### src/rtl/sfp_cage_ctrl.sv
// SFP cage control: synchronizes and debounces cage status pins and
// sequences TX_DISABLE and GT channel reset through module bring-up.
module sfp_cage_ctrl #(
  parameter int DEB_CYCLES          = 100000,
  parameter int TXDIS_HOLD_CYCLES   = 1000,
  parameter int GT_RST_CYCLES       = 64,
  parameter int LOCK_TIMEOUT_CYCLES = 1000000,
  parameter int CNT_W               = 24
) (
  input  logic       clk,
  input  logic       resetn,
  input  logic       sfp_mod_abs,
  input  logic       sfp_rx_los,
  input  logic       sfp_tx_fault,
  input  logic       gt_reset_done,
  input  logic       pcs_link_up,
  output logic       sfp_tx_disable,
  output logic       gt_reset,
  output logic       link_ready,
  output logic [2:0] state,
  output logic [7:0] retry_count
);

  localparam logic [2:0] S_IDLE  = 3'd0;
  localparam logic [2:0] S_HOLD  = 3'd1;
  localparam logic [2:0] S_GTRST = 3'd2;
  localparam logic [2:0] S_WAIT  = 3'd3;
  localparam logic [2:0] S_UP    = 3'd4;
  localparam logic [2:0] S_FAULT = 3'd5;

  localparam logic [CNT_W-1:0] DEB_LAST  = CNT_W'(DEB_CYCLES - 1);
  localparam logic [CNT_W-1:0] HOLD_LAST = CNT_W'(TXDIS_HOLD_CYCLES - 1);
  localparam logic [CNT_W-1:0] GT_LAST   = CNT_W'(GT_RST_CYCLES - 1);
  localparam logic [CNT_W-1:0] LOCK_LAST = CNT_W'(LOCK_TIMEOUT_CYCLES - 1);

  // bit 0 = mod_abs, bit 1 = rx_los, bit 2 = tx_fault
  localparam logic [2:0] PIN_RST = 3'b011;

  logic [2:0]       sync1_q, sync1_d;
  logic [2:0]       sync2_q, sync2_d;
  logic [2:0]       deb_q, deb_d;
  logic [CNT_W-1:0] dcnt_q [3];
  logic [CNT_W-1:0] dcnt_d [3];
  logic [2:0]       state_q, state_d;
  logic [CNT_W-1:0] timer_q, timer_d;
  logic [7:0]       retry_q, retry_d;
  logic             txdis_q, txdis_d;
  logic             gtrst_q, gtrst_d;
  logic             ready_q, ready_d;

  logic mod_abs_deb, rx_los_deb, tx_fault_deb;

  assign mod_abs_deb  = deb_q[0];
  assign rx_los_deb   = deb_q[1];
  assign tx_fault_deb = deb_q[2];

  // Two-flop synchronizers, then a per-pin stability counter that flips
  // the debounced value after DEB_CYCLES consecutive differing samples.
  always_comb begin
    sync1_d = {sfp_tx_fault, sfp_rx_los, sfp_mod_abs};
    sync2_d = sync1_q;
    deb_d   = deb_q;
    for (int i = 0; i < 3; i++) begin
      dcnt_d[i] = '0;
      if (sync2_q[i] != deb_q[i]) begin
        if (dcnt_q[i] == DEB_LAST) begin
          deb_d[i] = ~deb_q[i];
        end else begin
          dcnt_d[i] = dcnt_q[i] + CNT_W'(1);
        end
      end
    end
  end

  // Bring-up FSM with global module-absent and fault overrides; outputs
  // are decoded from the next state so they register with the state.
  always_comb begin
    state_d = state_q;
    retry_d = retry_q;
    if (mod_abs_deb) begin
      state_d = S_IDLE;
    end else if (tx_fault_deb && state_q != S_IDLE) begin
      state_d = S_FAULT;
    end else begin
      unique case (state_q)
        S_IDLE:  state_d = S_HOLD;
        S_HOLD:  if (timer_q == HOLD_LAST) state_d = S_GTRST;
        S_GTRST: if (timer_q == GT_LAST) state_d = S_WAIT;
        S_WAIT: begin
          if (gt_reset_done && !rx_los_deb && pcs_link_up) begin
            state_d = S_UP;
          end else if (timer_q == LOCK_LAST) begin
            state_d = S_GTRST;
            if (retry_q != 8'hFF) retry_d = retry_q + 8'd1;
          end
        end
        S_UP: begin
          if (rx_los_deb || !pcs_link_up || !gt_reset_done) begin
            state_d = S_WAIT;
          end
        end
        S_FAULT: state_d = S_HOLD;
        default: state_d = S_IDLE;
      endcase
    end
    if (state_d == S_IDLE) retry_d = 8'd0;

    timer_d = '0;
    if (state_d == state_q &&
        (state_q == S_HOLD || state_q == S_GTRST || state_q == S_WAIT)) begin
      timer_d = timer_q + CNT_W'(1);
    end

    txdis_d = (state_d == S_IDLE) || (state_d == S_HOLD) ||
              (state_d == S_FAULT);
    gtrst_d = txdis_d || (state_d == S_GTRST);
    ready_d = (state_d == S_UP);
  end

  // State registers with synchronous active-low reset.
  always_ff @(posedge clk) begin
    if (!resetn) begin
      sync1_q <= PIN_RST;
      sync2_q <= PIN_RST;
      deb_q   <= PIN_RST;
      for (int i = 0; i < 3; i++) dcnt_q[i] <= '0;
      state_q <= S_IDLE;
      timer_q <= '0;
      retry_q <= 8'd0;
      txdis_q <= 1'b1;
      gtrst_q <= 1'b1;
      ready_q <= 1'b0;
    end else begin
      sync1_q <= sync1_d;
      sync2_q <= sync2_d;
      deb_q   <= deb_d;
      for (int i = 0; i < 3; i++) dcnt_q[i] <= dcnt_d[i];
      state_q <= state_d;
      timer_q <= timer_d;
      retry_q <= retry_d;
      txdis_q <= txdis_d;
      gtrst_q <= gtrst_d;
      ready_q <= ready_d;
    end
  end

  assign sfp_tx_disable = txdis_q;
  assign gt_reset       = gtrst_q;
  assign link_ready     = ready_q;
  assign state          = state_q;
  assign retry_count    = retry_q;

endmodule
### config.mk
export PLATFORM = sky130hd
export DESIGN_NAME = sfp_cage_ctrl
export DESIGN_NICKNAME = d
export VERILOG_FILES = /design/src/rtl/sfp_cage_ctrl.sv
export SDC_FILE = /design/constraint.sdc
export NUM_CORES = 1
export LEC_CHECK = 0
export ABC_AREA = 1
export BUFFER_PORTS_ARGS = -buffer_cell sky130_fd_sc_hd__buf_2
export CAP_MARGIN = 20
export CELL_PAD_IN_SITES_DETAIL_PLACEMENT = 0
export CELL_PAD_IN_SITES_GLOBAL_PLACEMENT = 1
export CORE_MARGIN = 10
export CORE_UTILIZATION = 29
export CTS_BUF_LIST = sky130_fd_sc_hd__clkbuf_8 sky130_fd_sc_hd__clkbuf_16
export DETAILED_ROUTE_END_ITERATION = 7
export HOLD_SLACK_MARGIN = 0.12
export PLACE_DENSITY = 0.61
export SLEW_MARGIN = 20
export SYNTH_ARGS = -nofsm -noshare
export SYNTH_HDL_FRONTEND = slang
export SYNTH_SLANG_ARGS = --single-unit
### constraint.sdc
create_clock -name clk -period 3.8 [get_ports clk]
set_input_delay 0.57 -clock clk [delete_from_list [all_inputs] [get_ports clk]]
set_output_delay 0.57 -clock clk [all_outputs]
set_load 0.1 [all_outputs]
Yosys cells after proc, flatten, opt, wreduce, memory -nomap -nowiden
Memories as Yosys holds them, arrays and structs flattened.
Cells that the tools add are included.
{"block": "op_classes", "addsub": 5, "mul": 0, "n_div": 0, "magnitude_cmp": 0, "eq_ne": 20, "shift": 0, "n_mux": 19, "bitwise": 9, "n_reduce_logical": 24}
{"operator": "$mux 24", "count": 9}
{"operator": "$add 24x1->24 const B", "count": 4}
{"operator": "$eq 24x17->1 const B", "count": 3}
{"operator": "$eq 24x10->1 const B", "count": 1}
{"operator": "$eq 24x20->1 const B", "count": 1}
{"operator": "$eq 24x6->1 const B", "count": 1}
{"operator": "$mux 3", "count": 7}
{"operator": "$pmux 3 s5", "count": 1}
{"operator": "$eq 3x3->1 const B", "count": 4}
{"operator": "$eq 3x2->1 const B", "count": 3}
{"operator": "$add 8x1->8 const B", "count": 1}
{"operator": "$ne 8x8->1 const B", "count": 1}
{"operator": "$reduce_and 2->1", "count": 4}
{"operator": "$logic_or 1x1->1", "count": 7}
{"operator": "$eq 3x1->1 const B", "count": 2}
{"operator": "$logic_not 3->1", "count": 2}
{"operator": "$not 1->1", "count": 6}
{"operator": "$reduce_and 6->1", "count": 1}
{"operator": "$logic_and 1x1->1", "count": 4}
{"operator": "$reduce_or 2->1", "count": 2}
{"operator": "$eq 3x3->1", "count": 1}
{"operator": "$logic_not 1->1", "count": 3}
{"operator": "$ne 1x1->1", "count": 3}
{"operator": "$or 1x1->1", "count": 3}
{"operator": "other kinds (2)", "count": 3}
{"block": "word_totals", "register_bits": 47, "latchBits": 0, "mem_bits_rw": 72, "mem_bits_ro": 0, "in_bits": 7, "out_inout_bits": 14, "elab_cells": 89, "mem_count": 1}
{"name": "dcnt_q", "depth": 3, "width": 24, "rd": 3, "rd_ports_with_merged_regs": 0, "write_ports": 3, "line_no": "42", "text": "logic [CNT_W-1:0] dcnt_q [3];"}

Logic depth before layout (Yosys ltp)
Gate-level depths: netlist of run 1.
{"block": "depth", "depth_word": 11, "depth_mapped": 13, "ltp_nobuf": 12}

Least setup slack after synthesis of run 1
OpenSTA, ideal clock, no wires.
{"block": "synth_path", "kind": "reg2reg", "start": "register retry_q[0] (netlist: retry_count[0])", "end": "register retry_q[5] (netlist: retry_count[5])", "setup_time_ns": 0.066, "arrival_ns": 2.336, "required_ns": 3.734, "slack_ns": 1.398, "stages_incl_launch_ff": 11, "path_buffers": 1, "period_less_slack_ns": 2.402, "path_cell_list": "dfxtp_1 ha_1 nand3_1 nor2_1 a31oi_1 nand3_1 clkbuf_1 nand2_1 o21ai_0 inv_1 nor2_1"}
{"block": "synth_between", "elab_chain_cells": 2, "word_cells_on_any_way": 3}
{"item": "start: declaration", "line_no": "46", "text": "logic [7:0] retry_q, retry_d;"}
{"item": "start signal: assignment", "line_no": "140", "text": "retry_q <= retry_d;"}
{"item": "parallel branches: the longest is 2 deep, another holds $add 8x1->8"}
Several ways; the timed one is not identified.
A chain may end at the register's enable or synchronous reset.

Final worst setup path of run 1
{"block": "layout_path", "start": "register timer_q[0]", "end": "register timer_q[2]"}
{"block": "layout_between", "elab_chain_cells": 9, "word_cells_on_any_way": 14}
{"item": "start: declaration", "line_no": "45", "text": "logic [CNT_W-1:0] timer_q, timer_d;"}
{"item": "start signal: assignment", "line_no": "139", "text": "timer_q <= timer_d;"}
{"item": "$eq 24x20->1", "line_no": "92", "text": "end else if (timer_q == LOCK_LAST) begin"}
{"item": "$mux 3", "line_no": "92"}
{"item": "$mux 3", "line_no": "90", "text": "if (gt_reset_done && !rx_los_deb && pcs_link_up) begin"}
{"item": "$pmux 3 s5", "line_no": "85", "text": "unique case (state_q)"}
{"item": "$mux 3", "line_no": "82", "text": "end else if (tx_fault_deb && state_q != S_IDLE) begin"}
{"item": "$mux 3", "line_no": "80", "text": "if (mod_abs_deb) begin"}
{"item": "$eq 3x3->1", "line_no": "109", "text": "if (state_d == state_q &&"}
{"item": "$logic_and 1x1->1", "line_no": "109"}
{"item": "$reduce_and 2->1 (no source line)"}
Parallel ways exist; a longest one is shown, timed or not.

==> summary.md, run 1 <==
| Metric | Value |
|---|---|
| Clock Tree Buf Depth | 2 |
| GP Congestion | 0.7811 |
| Slowest stage delay, CP | 0.42 ns |
| Area of the mapped netlist | 6091 um^2 |
| Top cell by count, worst path | nor2_1 |
| R2R setup slack | 1.52 ns |
| Max frequency | 0.4378 GHz |
| Unrepaired setup endpoints after global routing | no |
| Iter 0 DRT Violations | around 270 |
| Core ar. | 20430 um^2 |
| Worst reg2reg startpoint | timer_q[0]$_SDFF_PN0_ |
| Row cnt | 52 |
| Die ar. | 27200 um^2 |
| Via count | 5104 |
| Critical Path End Type | flop |
| Pre-Repair DR Iteration Count | 5 |
| Final setup TNS | 0 ns |
| Worst skew pair latency | 0.42 ns |
| Htree depth | 4 |
| Pwr Density | 386.1 nW/um^2 |
| Area growth from synthesis to layout | 14.58% |
| Post-route DRC violation count | 0 |
| Post_cts resized | 0 |
| Worst Setup SP | timer_q[0]$_SDFF_PN0_ |
| Tightest Pin Transition | roughly 0.96 ns |
| Wire per inst | 12.12 um |
| CP Cell Sequence | ha_1, nand3_2, nor2_4, nand2_1, nor2_1, nor2_1, nand4_4, nand2_2, nand2_2, nand3_4, nor2_1 |
| Final period util | 60.11% |
| Clock Skew | 0.01145 ns |
| Max Slew Vio Count | 0 |
| Clock power frac | 52.7% |
| CP max FO | 24 |
| Synth unique cells | 41 |
| Leak | roughly 2.3 nW |
| Net Sw Frac | a little over a fifth |
| Final HPWL DP | 10410 um |
| Hold Violations, Final | 0 |
| Reg-to-Reg End | timer_q[2]$_SDFF_PN0_ |
| Worst Hold Class | in -> reg |
| Via/cell ratio | approximately 4.5 |
| Grt ovf | 0 |
| Synth warnings | 0 |
| Setup crit end | timer_q[2]$_SDFF_PN0_ |
| Largest net degree at the start of global routing | 25 |
| Status | finished, final reports clean |
| Combinational fraction of design power | 0.7% |
| Antenna viol nets, final | 0 |
| Total GRT Usage | between 10% and 20% |
| Final #Nets | 878 |
| Worst path arrival time | 2.62 ns |
| FF+latch count, synth | 119 |
| Fill cells | between 2000 and 2500 |
| Final setup viols | 0 |
| Post-Synthesis Cells | 838 |
| Vias in the first global route | 4983 |
| Sw Pwr | 561.0 uW |
| Internal power | 2.133 mW |
| Height of the die | roughly 160 um |
| WP data required | about 4.1 ns |
| Initial antenna violation count | 1 |
| Inserted Clock Buffers | 17 |
| Effective utilization at floorplan | 29.81% |
| Sequential fraction of the synthesis area | roughly 40% |
| R2r worst-path depth | 11 |
| Reg clk slew, reported paths | 0.05 ns |
| Layout cells sized above 1 | ~13% |
| # clock sinks | around 120 |
| Io pins | 21 |
| Syn_area_per_cell | about 7.3 um^2 |
| Final WL | 13890 um |
| Setup CP Type | reg -> reg |
| Final Critical Period | 2.284 ns |
| IO Port Bufs | 20 |
| Maximum VDD drop | 210.7 uV |
| Hold Buf Count CTS | 0 |
| Syn nets | 850 |
| Root Driver | clkbuf_16 |
| Setup crit start kind | flop |
| Die width | 164.9 um |
| Sequential Power Share | 46.6% |
| CP max stage cell | nand3_4 |
| TritonCTS clock tree | built |
| Min Hold Slack | 0.3595 ns |
| Post-CTS Setup Bufs | 0 |
| First-pass GRT wire length | between 20000 and 25000 um |
| Rel. slew slack | 35.62% |
| Max cap viols | 0 |
-- state kept, by name, summed over array words and instances (netlist names) --
name and count:
dcnt_q 72, timer_q 24, retry_count 8, deb_q 3, state 3, sync1_q 3
sync2_q 3, gt_reset 1, link_ready 1, sfp_tx_disable 1
-- synth_stat cells, drive strengths merged --
library cell	count	area, um^2
nand4	25	177.7
buf	5	46.29
nand3	49	272.8
o21a	2	15.01
nor3b	14	105.1
nand2	147	569.3
a21oi	29	148.9
inv	119	446.7
dfxtp	119	2382
a31oi	3	18.77
nor4	19	125.1
a21o	2	15.01
xor2	31	271.5
o211ai	3	22.52
nor3	51	286.5
ha	5	62.56
a21boi	1	7.510
xnor2	16	140.1
and3	2	12.51
nand3b	1	7.510
clkbuf	7	26.28
o31ai	1	7.510
nor2	154	733.2
o21ai	23	126.4
a211oi	1	7.510
or2	9	56.30
-- metal layers --
metal  up-vias  global-route usage [%]  wire [um]
li1       2763                       -          -
met1      2279                   14.42       7281
met2        47                   16.21       6013
met3        15                   2.838        358
met4         0                   4.509        232
met5         -                       0          0
-- power groups by stage --
stage	registers (mW)	clock network [mW]	logic, mW
after floorplan	1.28	0	0.0119
after global placement	1.28	0	0.0198
after detailed placement	1.28	0	0.0197
after CTS	1.25	1.46	0.0198
after global routing	1.25	1.51	0.0220
final	1.25	1.42	0.0190
-- how the worst min path moves through the flow --
stage	startpoint	to	slack, ns	cells past startpoint
CTS	sfp_tx_fault	sync1_q[2]$_SDFF_PN0_	0.34	3
detailed placement	sync1_q[1]$_SDFF_PN1_	sync2_q[1]$_SDFF_PN1_	0.40	1
global placement	sync1_q[1]$_SDFF_PN1_	sync2_q[1]$_SDFF_PN1_	0.40	1
global route	sfp_tx_fault	sync1_q[2]$_SDFF_PN0_	0.37	3
floorplan	sync1_q[2]$_SDFF_PN0_	sync2_q[2]$_SDFF_PN0_	0.39	2
finish	sfp_tx_fault	sync1_q[2]$_SDFF_PN0_	0.36	3
-- kinds of logic (layout without fill, tap and decap cells) --
| logic type | after synthesis | after routing | share of synthesized area [%] |
|---|---|---|---|
| DFF | 119 | 119 | 39.11 |
| other | 0 | 1 | 0 |
| and+or+nand+nor | 471 | 471 | 38.52 |
| buffers and inverters | 131 | 168 | 8.525 |
| xor gates and xnor gates | 47 | 47 | 6.758 |
| adders and majority gates | 5 | 5 | 1.027 |
| AOI/OAI and AO/OA | 65 | 65 | 6.060 |
-- cell type report --
type / instances / area [um^2] / area share, %
Clock inverter: 7 / 32.53 / 0.4661
Multi-Input combinational cell: 588 / 3189 / 45.70
Inverter: 119 / 446.7 / 6.400
Timing Repair Buffer: 21 / 107.6 / 1.542
Clock buffer: 21 / 480.5 / 6.884
Antenna cell: 1 / 2.502 / 0.03586
Sequential cell: 119 / 2382 / 34.13
Tap cell: 270 / 337.8 / 4.840
-- worst max-delay path, delay by kind of cell, from the launching register on --
kind | cells | cell delay [ns]
adder cells (fa/ha/maj) | 1 | 0.27
flip-flops | 1 | 0.38
AND/OR/NAND/NOR | 10 | 1.54
-- stage by stage --
stage | instances | area (um^2) | utilization [%] | setup slack (ns) | power, mW
2_1_floorplan | 838 | 6091 | - | 1.398 | 1.292
3_3_place_gp | 1117 | 6464 | 31.64 | 1.473 | 1.301
3_5_place_dp | 1117 | 6464 | 31.64 | 1.444 | 1.301
4_1_cts | 1145 | 6977 | 34.15 | 1.475 | 2.735
5_1_grt | 1145 | 6977 | 34.15 | 1.310 | 2.787
6_report | 1146 | 6979 | 34.16 | 1.516 | 2.694
-- layout by cell type, fill, tap and decap left out, types with 9 or more instances in the layout --
cell,netlist,routed
inv_1,117,119
nor2_1,122,122
nand4_1,23,23
nor3_1,46,46
nand3_1,45,45
xnor2_1,16,16
xor2_1,31,31
a21oi_1,28,28
nand2_1,140,140
or2_2,9,9
nor3b_1,14,14
dfxtp_1,119,119
nor2_2,17,17
o21ai_0,22,22
nor4_1,18,18
buf_2,3,20
clkbuf_16,0,17
nor2_4,15,15
Power figures use the tool's default switching activity.
==> run 2: changes to the inputs <==
- ABC_AREA: 1 -> 0
- clock period: 3.8 -> 1.85 ns (I/O delays scaled with it)
==> run 2 against run 1 <==
  * The flow now finishes with violations (negative setup slack)
  * Routed wire length up 3.5%
  * Sequential power up 110%
  * Core utilization up 7.1 points
  * Synthesized cell count down 24%
  * Clock power up 130%
  * Critical path type unchanged
==> summary.md, run 2 <==
| Metric | Value |
|---|---|
| Status | finished with violations |
| Failing checks | negative setup slack |
| Die ar. | 25460 um^2 (-6.4%) |
| Clock Tree Buf Depth | 2 (unchanged) |
| Final Critical Period | 2.235 ns (-0.04954 ns) |
| Grt ovf | 0 (unchanged) |
| Via count | 4933 (-3.4%) |
| Final HPWL DP | 9574 um (-8.0%) |
| Worst path arrival time | 2.51 ns (-0.11 ns) |
| Maximum VDD drop | 741.6 uV (+250%) |
| Internal power | 4.679 mW (+120%) |
| Commonest cells post-synth | dfxtp_1 (119), nor2_1 (96), nand3_1 (50), xnor2_1 (46), xor2_1 (46) |
| Layout cells sized above 1 | 29.44% (+17 points) |
| Min Hold Slack | 0.2484 ns (-0.1111 ns) |
| Area of the mapped netlist | 5648 um^2 (-7.3%) |
| Post-synth ARST share | 0% (unchanged) |
| Htree depth | 4 (unchanged) |
| Slowest stage delay, CP | 0.57 ns (+0.15 ns) |
| Antenna Cells | 0 (-1) |
| Number of flip-flops in the largest register | 72 (unchanged) |
| Total GRT Usage | 11.11% (+0.28 points) |
| Final Worst Setup Slack | -0.3846 ns (-1.900 ns) |
| Row cnt | 50 (-3.8%) |
| Die width | 159.6 um (-3.3%) |
| Largest area contributor in the netlist | dfxtp_1 |
| Critical Path End Type | flop |
| Area growth from synthesis to layout | 38.37% |
| Max cap viols | 0 (unchanged) |
| CP max stage cell | or4_4 |
| Height of the die | 159.6 um (-3.3%) |
| Commonest non-fill, non-tap cell in the layout | dfxtp_1 |
| EDFF count, synth | 0 (unchanged) |
| CP max FO | 5 (-79%) |
| Top-area cell type share of the netlist area | 42.18% (+3.1 points) |
| Pre-Repair DR Iteration Count | 4 (-1) |
| Largest Register | dcnt_q |
| Worst Hold Class | in -> reg |
| Final period util | 120.8% (+61 points) |
| Largest net degree at the start of global routing | 34 (+36%) |
| Final setup TNS | -11.70 ns (-11.70 ns) |
| Clock Skew | 0.005075 ns (-0.006374 ns) |
| Rel. slew slack | 41.77% (+6.1 points) |
| FF+latch count, synth | 119 (unchanged) |
| Via/cell ratio | 4.785 (+7.4%) |
| Inserted Clock Buffers | 17 (unchanged) |
| Leak | 2.749 nW (+17%) |
| Sequential Power Share | 43.7% (-2.9 points) |
| Iter 0 DRT Violations | 196 (-26%) |
| Max Slew Vio Count | 0 (unchanged) |
| Max frequency | 0.4475 GHz (+2.2%) |
| # clock sinks | 119 (unchanged) |
| Io pins | 21 (unchanged) |
| Synth unique cells | 55 (+34%) |
| Net Sw Frac | 20.44% (-0.38 points) |
| R2r worst-path depth | 8 (-3) |
| Core ar. | 18960 um^2 (-7.2%) |
| Antenna viol nets, final | 0 (unchanged) |
| Syn_area_per_cell | 8.922 um^2 (+23%) |
| CP Cell Sequence | or4_4, nor4_4, buf_4, a21oi_4, buf_6, o311ai_4, buf_6, a32oi_1 |
| Most common cell in the synthesized netlist | dfxtp_1 |
| Synth warnings | 0 (unchanged) |
| Final core occ | 41.23% (+7.1 points) |
| Initial antenna violation count | 0 (-1) |
| Clock power frac | 55.2% (+2.5 points) |
| Root Driver | clkbuf_16 |
| Post-route DRC violation count | 0 (unchanged) |
| Setup CP Type | reg -> reg |
| Sw Pwr | 1.202 mW (+110%) |
| Hold Violations, Final | 0 (unchanged) |
| Wire per inst | 13.94 um (+15%) |
| Unrepaired setup endpoints after global routing | yes |
| Sequential fraction of the synthesis area | 42.18% (+3.1 points) |
| Pwr Density | 752.5 nW/um^2 (+95%) |
| Most used DFF post-synth | dfxtp_1 |
| Combinational fraction of design power | 1.1% (+0.4 points) |
| Vias in the first global route | 4972 (-0.22%) |
| Final WL | 14370 um (+3.5%) |
| Most frequent cells in the layout | dfxtp_1 (108), nor2_1 (96), buf_4 (87) |
| Synth top area cells | dfxtp_1 (42%), xnor2_1 (7.1%), xor2_1 (7.1%) |
| Setup crit start kind | flop |
| Syn nets | 645 (-24%) |
| Tightest Pin Transition | 0.8705 ns (-0.09240 ns) |
| IO Port Bufs | 20 (unchanged) |
| Worst skew pair latency | 0.41 ns (about the same) |
| WP data required | 2.13 ns (-2.01 ns) |
| Final #Nets | 770 (-12%) |
| TritonCTS clock tree | built |
| Final setup viols | 37 (+37) |
| Reg clk slew, reported paths | 0.05 ns (about the same) |
| Effective utilization at floorplan | 29.80% (about the same) |
| GP Congestion | 0.7904 (+1.2%) |
| Post-Synthesis Cells | 633 (-24%) |
| WHS Path Cells | 3 (unchanged) |
| Top cell by count, worst path | buf_6 |
| First-pass GRT wire length | 23830 um (-0.41%) |
-- run 2: layer usage --
metal  vias up  part of all wire (%)  wire length (um)  global-route usage, %
met2        55                    49              7005                  18.41
met3        13                   2.2               313                  2.866
met4         0                   1.3               182                  4.086
met1      2364                    48              6868                  13.52
met5         -                     0                 0                      0
li1       2501                     -                 -                      -
-- run 2: worst max-delay path: cells and delay by family (launching register included) --
| kind | cells | cell delay, ns |
|---|---|---|
| AO/OA/AOI/OAI | 3 | 0.44 |
| flip-flops | 1 | 0.32 |
| buffers and inverters | 3 | 0.49 |
| AND/OR/NAND/NOR | 2 | 0.86 |
-- run 2: path summary, 6_finish.rpt --
check | startpoint | slack (ns) | end
max | timer_q[13]$_SDFF_PN0_ | -0.38 | retry_count[5]$_SDFFE_PP0P_
min | resetn | 0.25 | deb_q[2]$_SDFFE_PN0P_
max reg2reg | timer_q[13]$_SDFF_PN0_ | -0.38 | retry_count[5]$_SDFFE_PP0P_
min reg2reg | sync1_q[0]$_SDFF_PN1_ | 0.41 | sync2_q[0]$_SDFF_PN1_
-- run 2: through the flow --
| stage | setup WS, ns | total power, mW | std cells | area (um^2) |
|---|---|---|---|---|
| floorplan | -0.2459 | 2.652 | 633 | 5752 |
| global placement | -0.5210 | 2.675 | 981 | 6760 |
| detailed placement | -0.6104 | 2.676 | 981 | 6760 |
| CTS | -0.3698 | 5.952 | 1023 | 7506 |
| global route | -0.4583 | 6.082 | 1031 | 7815 |
| finish | -0.3846 | 5.881 | 1031 | 7815 |
-- run 2: logic make-up (layout without fill, tap and decap cells) --
logic type,Yosys count,count (layout),synth area share [%]
buffers and inverters,38,172,3.190
DFF,119,119,42.18
AOI/OAI and AO/OA,50,51,7.377
xor gates and xnor gates,92,92,14.27
muxes,9,9,1.595
and+or+nand+nor,320,323,30.28
adders and majority gates,5,5,1.108
-- run 2: power by group through the flow --
stage               logic (mW)  clock network, mW  registers, mW
floorplan               0.0265                  0           2.63
global placement        0.0485                  0           2.63
detailed placement      0.0492                  0           2.63
CTS                     0.0591               3.32           2.57
global route            0.0687               3.44           2.57
finish                  0.0624               3.25           2.57
-- run 2: final cells by class --
cell class                 instances  area [um^2]
clock buffer                      23        519.2
clock inverter                     9        71.32
fill                            1831        11140
inverter                          15        56.30
multi-input combinational        480         3416
sequential                       119         2404
tap                              260        325.3
timing repair buffer             125         1023
-- run 2: timing repair --
item / CTS / global route
pin swaps: 14 / 37
hold buffers: 3 / 0
cloned: 4 / 5
gates resized for setup: 16 / 39
buffers inserted: 3 / 3
setup endpoints to repair: 61 / 82
endpoints found under the hold margin: 3 / 0
==> run 3: changes to the inputs <==
- SKIP_CTS_REPAIR_TIMING: default -> 1
==> run 3 against run 2 <==
  * The flow still finishes with violations (negative setup slack)
  * Power down 0.30%
  * Fmax rose by 1.7%
  * Sequential power about the same
  * Combinational power decreased by 5.6%
  * Global-route usage decreased by 0.35 points
  * Clock power about the same
  * Largest power group unchanged
  * Highest routed layer unchanged
==> summary.md, run 3 (synthesis gave the netlist of run 2 again) <==
| Metric | Value |
|---|---|
| Hold Violations, Final | 0 (unchanged) |
| WP data required | 2.13 ns (about the same) |
| Largest net degree at the start of global routing | 34 (unchanged) |
| Clock Tree Buf Depth | 2 (unchanged) |
| Antenna Cells | 0 (unchanged) |
| Reg-to-Reg End | retry_count[1]$_SDFFE_PP0P_ |
| Max cap viols | 0 (unchanged) |
| Final setup viols | 37 (unchanged) |
| Root Driver | clkbuf_16 |
| Height of the die | 159.6 um (unchanged) |
| Slowest stage delay, CP | 0.55 ns (-0.02 ns) |
| Pre-Repair DR Iteration Count | 4 (unchanged) |
| Core ar. | 18960 um^2 (unchanged) |
| Via count | 4854 (-1.6%) |
| Final Non-Filler Cells | 1023 (-0.78%) |
| Worst reg2reg startpoint | timer_q[11]$_SDFF_PN0_ |
| Worst skew pair latency | 0.41 ns (about the same) |
| # clock sinks | 119 (unchanged) |
| Io pins | 21 (unchanged) |
| Grt ovf | 0 (unchanged) |
| Layout cells sized above 1 | 26.08% (-3.4 points) |
| WHS Path Cells | 3 (unchanged) |
| Tightest Pin Transition | 0.7020 ns (-0.1686 ns) |
| Commonest non-fill, non-tap cell in the layout | dfxtp_1 |
| Max Slew Vio Count | 0 (unchanged) |
| IO Port Bufs | 20 (unchanged) |
| Reg clk slew, reported paths | 0.05 ns (about the same) |
| Clock Skew | 0.005725 ns (+0.0006502 ns) |
| Htree depth | 4 (unchanged) |
| CP max FO | 4 (-1) |
| Wire per inst | 13.53 um (-2.9%) |
| Final period util | 118.8% (-2.0 points) |
| Final HPWL DP | 9574 um (unchanged) |
| Critical Path End Type | flop |
| Hold worst-path end | deb_q[2]$_SDFFE_PN0P_ |
| Max frequency | 0.4550 GHz (+1.7%) |
| Largest Register | dcnt_q |
| R2r worst-path depth | 8 (unchanged) |
| Top cell by count, worst path | buf_4 |
| Final Worst Setup Slack | -0.3480 ns (+0.03659 ns) |
| Post-route DRC violation count | 0 (unchanged) |
| Effective utilization at floorplan | 29.80% (unchanged) |
| Min Hold Slack | 0.2479 ns (-0.0004770 ns) |
| Hold Path Origin | resetn |
| Final Critical Period | 2.198 ns (-0.03659 ns) |
| Number of flip-flops in the largest register | 72 (unchanged) |
| Post-layout total power | 5.863 mW (-0.30%) |
| Setup crit start kind | flop |
| Setup CP Type | reg -> reg |
| Leak | 2.700 nW (-1.8%) |
| Worst Hold Class | in -> reg |
| Row cnt | 50 (unchanged) |
| First-pass GRT wire length | 23090 um (-3.1%) |
| Area growth from synthesis to layout | 34.69% |
| Iter 0 DRT Violations | 204 (+4.1%) |
| TritonCTS clock tree | built |
| Maximum VDD drop | 721.7 uV (-2.7%) |
| Final #Nets | 762 (-1.0%) |
| Die ar. | 25460 um^2 (unchanged) |
| Pwr Density | 770.7 nW/um^2 (+2.4%) |
| Die width | 159.6 um (unchanged) |
| Unrepaired setup endpoints after global routing | yes |
| CP max stage cell | or4_4 |
| Vias in the first global route | 4873 (-2.0%) |
| Via/cell ratio | 4.745 (-0.83%) |
| Rel. slew slack | 53.04% (+11 points) |
| Final WL | 13850 um (-3.6%) |
| Status | finished with violations |
| Most frequent cells in the layout | dfxtp_1 (110), nor2_1 (96), buf_4 (87) |
| GP Congestion | 0.7904 (unchanged) |
| Inserted Clock Buffers | 17 (unchanged) |
| Placed Cells | 981 (unchanged) |
| Total GRT Usage | 10.76% (-0.35 points) |
| Antenna viol nets, final | 0 (unchanged) |
| Failing checks | negative setup slack |
| Initial antenna violation count | 0 (unchanged) |
| CP Cell Sequence | or4_4, nor4_4, buf_4, a21oi_4, buf_6, o311ai_4, buf_4, a31oi_1 |
| Worst path arrival time | 2.48 ns (-0.03 ns) |
| R2R setup slack | -0.35 ns (+0.04 ns) |
[run 3: cell count changes in the layout (fill, tap and decap cells not counted), moves of 2 or more]
cell       before  now
a211oi_1        1   20
a211oi_2       19    0
buf_6           8    4
a32oi_1         5    2
a32oi_2         0    3
clkbuf_16      20   18
dfxtp_1       108  110
dfxtp_2         8    6
inv_1          15   17
inv_2           2    0
[run 3: metal layers]
metal	GRT usage, %	vias to the layer above	routed length, um
met1	13.01	2317	6548
met2	17.99	50	6850
met5	0	-	0
met4	3.791	0	63
li1	-	2481	-
met3	2.814	6	383
[run 3: per-stage QoR]
step | setup slack [ns] | util, % | cell area, um^2 | TNS (ns)
finish | -0.3480 | 40.13 | 7607 | -10.40
CTS | -0.6216 | 38.78 | 7351 | -19.37
global route | -0.3955 | 40.13 | 7607 | -13.24
global placement | -0.5210 | 35.66 | 6760 | -16.19
floorplan | -0.2459 | - | 5752 | -6.333
detailed placement | -0.6104 | 35.66 | 6760 | -18.73
[run 3: how the worst max path moves through the flow]
stage                                 startpoint                     endpoint  slack (ns)  cells past startpoint
final                     timer_q[11]$_SDFF_PN0_  retry_count[1]$_SDFFE_PP0P_       -0.35                      8
after floorplan           timer_q[15]$_SDFF_PN0_       timer_q[15]$_SDFF_PN0_       -0.25                      6
after CTS                 timer_q[15]$_SDFF_PN0_       timer_q[17]$_SDFF_PN0_       -0.62                      5
after detailed placement  timer_q[18]$_SDFF_PN0_       timer_q[17]$_SDFF_PN0_       -0.61                      5
after global routing      timer_q[18]$_SDFF_PN0_  retry_count[4]$_SDFFE_PP0P_       -0.40                      6
after global placement    timer_q[18]$_SDFF_PN0_       timer_q[22]$_SDFF_PN0_       -0.52                      5
[run 3: report_power, final]
group | internal [mW] | switching [mW]
Sequential | 2.57 | 0.00405
Clock | 2.08 | 1.15
Combinational | 0.0245 | 0.0344
Total | 4.68 | 1.19
[run 3: layout make-up]
class / count / area (um^2)
flip-flops and latches: 119 / 2401
multi-input cells: 478 / 3306
fillers: 1848 / 11350
well taps: 260 / 325.3
repair buffers: 119 / 928.4
clock inverters: 9 / 71.32
inverters: 15 / 56.30
clock buffers: 23 / 519.2
[run 3: critical path: cells and delay by family (launching register included)]
kind	cells	cell delay, ns
AO/OA/AOI/OAI	3	0.40
buffers and inverters	3	0.51
flip-flops	1	0.31
AND/OR/NAND/NOR	2	0.84
